[src/rtl/tpm_port_scheduler.sv]
// -----------------------------------------------------------------------------
// tpm_port_scheduler
//   Shares one single-port memory macro among three requester ports. A
//   round-robin arbiter grants at most one request per cycle and drives the
//   memory port in the same cycle. Each accepted read is tagged with its port
//   and the tag travels down an RD_LAT-deep pipeline, so the read data coming
//   back from the macro is steered to the port that asked for it.
//
// Ports
//   clk, reset    clock, synchronous active-high reset
//   hold          1 = no grants this cycle (tag pipeline keeps moving)
//   req_valid     per-port request valid (bit k = port k)
//   req_we        per-port write enable (1 = write, 0 = read)
//   req_addr      per-port address, port k at [k*AW +: AW]
//   req_wdata     per-port write data, port k at [k*DW +: DW]
//   req_ready     per-port accept strobe, one-hot or zero
//   rsp_valid     per-port read-data valid, one-hot or zero
//   rsp_rdata     read data for the port flagged in rsp_valid, else 0
//   mem_en/we/addr/wdata  memory macro request, all 0 when idle
//   mem_rdata     memory read data, valid RD_LAT cycles after a read
//   rd_inflight   number of accepted reads not yet returned (0..RD_LAT)
//
// Handshake: a request transfers on a rising clock edge when req_valid[k]
// and req_ready[k] are both 1. A requester keeps we/addr/wdata stable while
// valid is high and ready is low, and valid never depends combinationally on
// ready. req_ready is driven combinationally from req_valid, hold, reset and
// the priority pointer.
// -----------------------------------------------------------------------------
module tpm_port_scheduler #(
    parameter int DW     = 8,
    parameter int AW     = 6,
    parameter int RD_LAT = 1
) (
    input  logic              clk,
    input  logic              reset,
    input  logic              hold,
    input  logic [2:0]        req_valid,
    input  logic [2:0]        req_we,
    input  logic [3*AW-1:0]   req_addr,
    input  logic [3*DW-1:0]   req_wdata,
    output logic [2:0]        req_ready,
    output logic [2:0]        rsp_valid,
    output logic [DW-1:0]     rsp_rdata,
    output logic              mem_en,
    output logic              mem_we,
    output logic [AW-1:0]     mem_addr,
    output logic [DW-1:0]     mem_wdata,
    input  logic [DW-1:0]     mem_rdata,
    output logic [2:0]        rd_inflight
);

    // Highest-priority port this cycle; only ever holds 0, 1 or 2.
    logic [1:0] rr_ptr;

    logic       gnt_any;
    logic [1:0] gnt_port;
    logic [1:0] cand;

    // Read tag pipeline: stage 0 is loaded at the grant edge, the last stage
    // lines up with mem_rdata.
    logic [RD_LAT-1:0] tag_v;
    logic [1:0]        tag_p [RD_LAT];

    // (base + off) mod 3 for base, off in 0..2
    function automatic logic [1:0] port_at(input logic [1:0] base, input logic [1:0] off);
        logic [2:0] s;
        s = {1'b0, base} + {1'b0, off};
        if (s >= 3'd3) begin
            s = s - 3'd3;
        end
        return s[1:0];
    endfunction

    // Arbiter: first valid port in the order rr_ptr, rr_ptr+1, rr_ptr+2.
    always_comb begin
        gnt_any  = 1'b0;
        gnt_port = 2'd0;
        cand     = 2'd0;
        for (int i = 0; i < 3; i++) begin
            cand = port_at(rr_ptr, 2'(i));
            if (!gnt_any && req_valid[cand]) begin
                gnt_any  = 1'b1;
                gnt_port = cand;
            end
        end
        if (hold || reset) begin
            gnt_any  = 1'b0;
            gnt_port = 2'd0;
        end
    end

    assign req_ready = gnt_any ? (3'b001 << gnt_port) : 3'b000;

    // Memory drive from the granted port, all zero when nothing is granted.
    always_comb begin
        mem_en    = 1'b0;
        mem_we    = 1'b0;
        mem_addr  = '0;
        mem_wdata = '0;
        if (gnt_any) begin
            mem_en    = 1'b1;
            mem_we    = req_we[gnt_port];
            mem_addr  = req_addr[gnt_port*AW +: AW];
            mem_wdata = req_wdata[gnt_port*DW +: DW];
        end
    end

    // The port after the winner becomes the highest priority next cycle.
    always_ff @(posedge clk) begin
        if (reset) begin
            rr_ptr <= 2'd0;
        end else if (gnt_any) begin
            rr_ptr <= (gnt_port == 2'd2) ? 2'd0 : gnt_port + 2'd1;
        end
    end

    // Tags shift every cycle regardless of hold; reset drops in-flight reads.
    always_ff @(posedge clk) begin
        if (reset) begin
            tag_v <= '0;
            for (int i = 0; i < RD_LAT; i++) begin
                tag_p[i] <= 2'd0;
            end
        end else begin
            tag_v[0] <= gnt_any & ~mem_we;
            tag_p[0] <= gnt_port;
            for (int i = 1; i < RD_LAT; i++) begin
                tag_v[i] <= tag_v[i-1];
                tag_p[i] <= tag_p[i-1];
            end
        end
    end

    // Response steering; forced quiet while reset is asserted, even in the
    // cycle before the clearing edge.
    always_comb begin
        rsp_valid = 3'b000;
        rsp_rdata = '0;
        if (tag_v[RD_LAT-1] && !reset) begin
            rsp_valid = 3'b001 << tag_p[RD_LAT-1];
            rsp_rdata = mem_rdata;
        end
    end

    always_comb begin
        rd_inflight = 3'd0;
        for (int i = 0; i < RD_LAT; i++) begin
            rd_inflight = rd_inflight + {2'b00, tag_v[i]};
        end
    end

endmodule

[config.mk]
export PLATFORM = sky130hd
export DESIGN_NAME = tpm_port_scheduler
export DESIGN_NICKNAME = d
export VERILOG_FILES = /design/src/rtl/tpm_port_scheduler.sv
export SDC_FILE = /design/constraint.sdc
export NUM_CORES = 1
export LEC_CHECK = 0
export ABC_AREA = 1
export CELL_PAD_IN_SITES_DETAIL_PLACEMENT = 1
export CELL_PAD_IN_SITES_GLOBAL_PLACEMENT = 2
export CORE_UTILIZATION = 14
export CTS_CLUSTER_SIZE = 30
export DETAILED_ROUTE_END_ITERATION = 8
export PLACE_DENSITY_LB_ADDON = 0.15
export SYNTH_ARGS = -nofsm -noshare
export SYNTH_HDL_FRONTEND = slang
export SYNTH_SLANG_ARGS = --single-unit
[constraint.sdc]
create_clock -name clk -period 6.3 [get_ports clk]
set_input_delay 1.89 -clock clk [delete_from_list [all_inputs] [get_ports clk]]
set_output_delay 1.89 -clock clk [all_outputs]
set_load 0.1 [all_outputs]
==> summary.txt <==
Floorplan
  • Initial Util: 14.9%
  • # rows: 29
  • Die area: 7240 um^2
  • Area of the core region: 6490 um^2
  • Horiz. Die Dim: 85.1 um
  • Die span in y: 85.1 um
  • IO Count: 92

Synth
  • Post-synthesis compound-gate area fraction: 3.36%
  • Synthesis warning total: 0
  • Fraction of synthesized cell area in xor and xnor cells: 0%
  • Combinational family with the most area after synthesis: simple AND/OR/NAND/NOR gates
  • Post-Synth Simple-Gate Area: 67.8%
  • Per-instance average area after synthesis: 5.76 um^2
  • Number of distinct library cells after synthesis: 20
  • Synth top area share: 17.1%
  • Cell accounting for the most synthesized area: sky130_fd_sc_hd__nand2_1
  • Cell Area, Synth: 967 um^2
  • Mux share of post-synthesis cell area: 0%
  • Flip-flop and latch count after synthesis: 5
  • Main area contributors after synthesis: sky130_fd_sc_hd__nand2_1, sky130_fd_sc_hd__dfxtp_1, sky130_fd_sc_hd__nand3_1
  • Sequential area share after synthesis: 10.3%
  • Number of cells produced by synthesis: 168
  • Adder and majority cell fraction of the synthesized area: 2.59%

Global route
  • Global-route usage over all layers: 11.2%
  • Number of antenna violations at the first check in global routing: 0
  • GRT Residual Overflow: 0
  • Maximum number of pins on one net before global-route repair: 15
  • First-pass GRT wire length: 6580 um
  • Via count of the first global-routing pass: 1411

STA
  • Max Clock Skew: 0.000511 ns
  • Max-slew violation count: 0
  • Final clock period utilization by the worst path: 91.9%
  • Setup tns final: 0 ns
  • Hold Vio Cnt, Final: 0
  • Timing-limited maximum frequency: 173 MHz
  • Measured slew at the worst slew-check pin: 0.975 ns
  • Setup violators final: 0
  • RSZ-0062 raised after global routing: no
  • Min Tclk post-route: 5.79 ns
  • Worst slew margin: 34.8%
  • Worst setup slack after layout: 0.513 ns

Critical path
  • Data required time at the worst endpoint: 4.41 ns
  • Worst-path fanout max: 9
  • Critical path endpoint category: output port
  • Worst path arrival time: 3.90 ns
  • Reg-to-Reg End: rr_ptr[0]
  • Category of the most critical setup path: in -> out
  • Worst setup SP type: input port
  • CP startpoint: req_valid[1]
  • Beginning of the worst register-to-register path: rr_ptr[0]
  • Worst R2R Path Depth: 12
  • Register-to-Register Setup Slack: 4.12 ns

Layout
  • Core utilization of the finished layout: 32.9%
  • Count of nets after finishing: 319
  • Fill cell instance count of the final layout: 799
  • # diodes: 0
  • Proportion of layout cells with a drive suffix above 1: 25.3%
  • Most frequent standard cell in the layout excluding fill and tap cells: sky130_fd_sc_hd__clkdlybuf4s50_1
  • Layout overhead on the synthesized area: 121%
  • Most used cells in the layout excluding fill and tap cells: sky130_fd_sc_hd__clkdlybuf4s50_1, sky130_fd_sc_hd__nand2_1, sky130_fd_sc_hd__inv_1

CTS
  • TritonCTS Buffers: 3
  • TritonCTS clock tree: done
  • Number of post-CTS setup repair buffers: 0
  • Number of sinks on the clock net: 5
  • Cts-stage hold buffer count: 0
  • Post_cts resized: 0
  • Clock latency reported for the late side of the worst-skew pair: 0.22 ns
  • Clock root buffer: sky130_fd_sc_hd__clkbuf_8
  • Maximum buffer depth of the clock tree: 2
  • Number of H-tree levels: 1
  • Clk pin slew, worst setup/hold paths: 0.03 ns

Worst hold path
  • Hold depth: 2
  • Min-Delay Path Class: reg -> reg
  • Hold-critical path endpoint: rr_ptr[1]
  • Hold path startpoint: rr_ptr[1]

Placed design
  • Final estimated routing congestion in global placement: 0.778
  • Hpwl dp: 3600 um
  • Place WS: 0.498 ns
  • Count of port buffers added during placement: 89

Detailed routing
  • Vias per Instance: 4.13
  • Routed wire length: 4160 um
  • Detailed-router iteration count before antenna repair: 4
  • Post-DR wirelength/cell: 12.5 um
  • Count of nets left with antenna violations after detail routing: 0
  • Total number of vias: 1381
  • Post-route DRC violation count: 0
  • Drt first-iter violations: 42

Run
  • Max-capacitance violation count: 0

Power
  • Worst voltage drop across the vdd grid: 0.0829 mV
  • Pwr Density: 190 nW/um^2
  • Leakage Power: 1.03 nW

Run status
  • Status: complete, no violations
[cells by family (layout without fill, tap and decap cells)]
kind of cell | count (synthesis) | after routing
AO/OA/AOI/OAI | 6 | 6
adder cells (fa/ha/maj) | 2 | 2
buffers and inverters | 36 | 124
flip-flops | 5 | 5
other | 1 | 2
AND/OR/NAND/NOR | 118 | 118
[worst max path at each step]
stage | endpoint | slack, ns | cells after the start
global placement | mem_wdata[2] | 0.50 | 12
finish | mem_wdata[1] | 0.51 | 12
detailed placement | mem_wdata[1] | 0.50 | 12
global route | mem_wdata[2] | 0.35 | 13
floorplan | mem_we | 0.17 | 6
CTS | mem_wdata[1] | 0.49 | 12
[state kept, by name, summed over array words and instances (netlist names)]
name and count:
rr_ptr 2, tag_p 2, tag_v 1
[per-stage QoR]
step / instance area (um^2) / hold WS, ns / std cells / total power, mW
2_1_floorplan: 971 / 0.456 / 169 / 0.232
3_3_place_gp: 2090 / 0.495 / 330 / 0.351
3_5_place_dp: 2090 / 0.488 / 330 / 0.350
4_1_cts: 2140 / 0.493 / 334 / 0.411
5_1_grt: 2140 / 0.520 / 334 / 0.426
6_report: 2140 / 0.490 / 334 / 0.406
[per-layer routing]
metal / global-route usage, % / wire length (um)
met2: 19.2 / 1950
met4: 2.00 / 10
met5: 0 / 0
met3: 3.40 / 346
met1: 14.0 / 1860
[synthesized netlist by cell type (all sizes together)]
cell type  count
dfxtp          5
nor3           3
conb           1
nand3         32
ha             2
o211ai         1
clkbuf         2
inv           30
nor2          17
nand2         55
a21oi          5
nand4         11
buf            4
[where the power goes]
part | switching (mW) | internal (mW)
registers | 0.00184 | 0.0346
clock network | 0.0148 | 0.0434
logic | 0.200 | 0.111
[cell type report]
| class | instances | area (um^2) | share of cell area [%] |
|---|---|---|---|
| Clock buffer | 4 | 45.0 | 2.11 |
| Inverter | 30 | 113 | 5.27 |
| Tap cell | 77 | 96.3 | 4.51 |
| Sequential cell | 5 | 100 | 4.69 |
| Multi-Input combinational cell | 128 | 721 | 33.7 |
| Timing Repair Buffer | 90 | 1060 | 49.7 |
[critical path, stage by stage]
cell	delay, ns
sky130_fd_sc_hd__clkdlybuf4s50_1	0.50
sky130_fd_sc_hd__inv_1	0.07
sky130_fd_sc_hd__nand2_1	0.06
sky130_fd_sc_hd__o211ai_1	0.12
sky130_fd_sc_hd__nand2_1	0.17
sky130_fd_sc_hd__nand3_2	0.20
sky130_fd_sc_hd__nand3_4	0.22
sky130_fd_sc_hd__nand2_4	0.10
sky130_fd_sc_hd__nor2_8	0.21
sky130_fd_sc_hd__nand2_2	0.08
sky130_fd_sc_hd__nand3_2	0.09
sky130_fd_sc_hd__buf_12	0.17
Power figures use the tool's default switching activity.
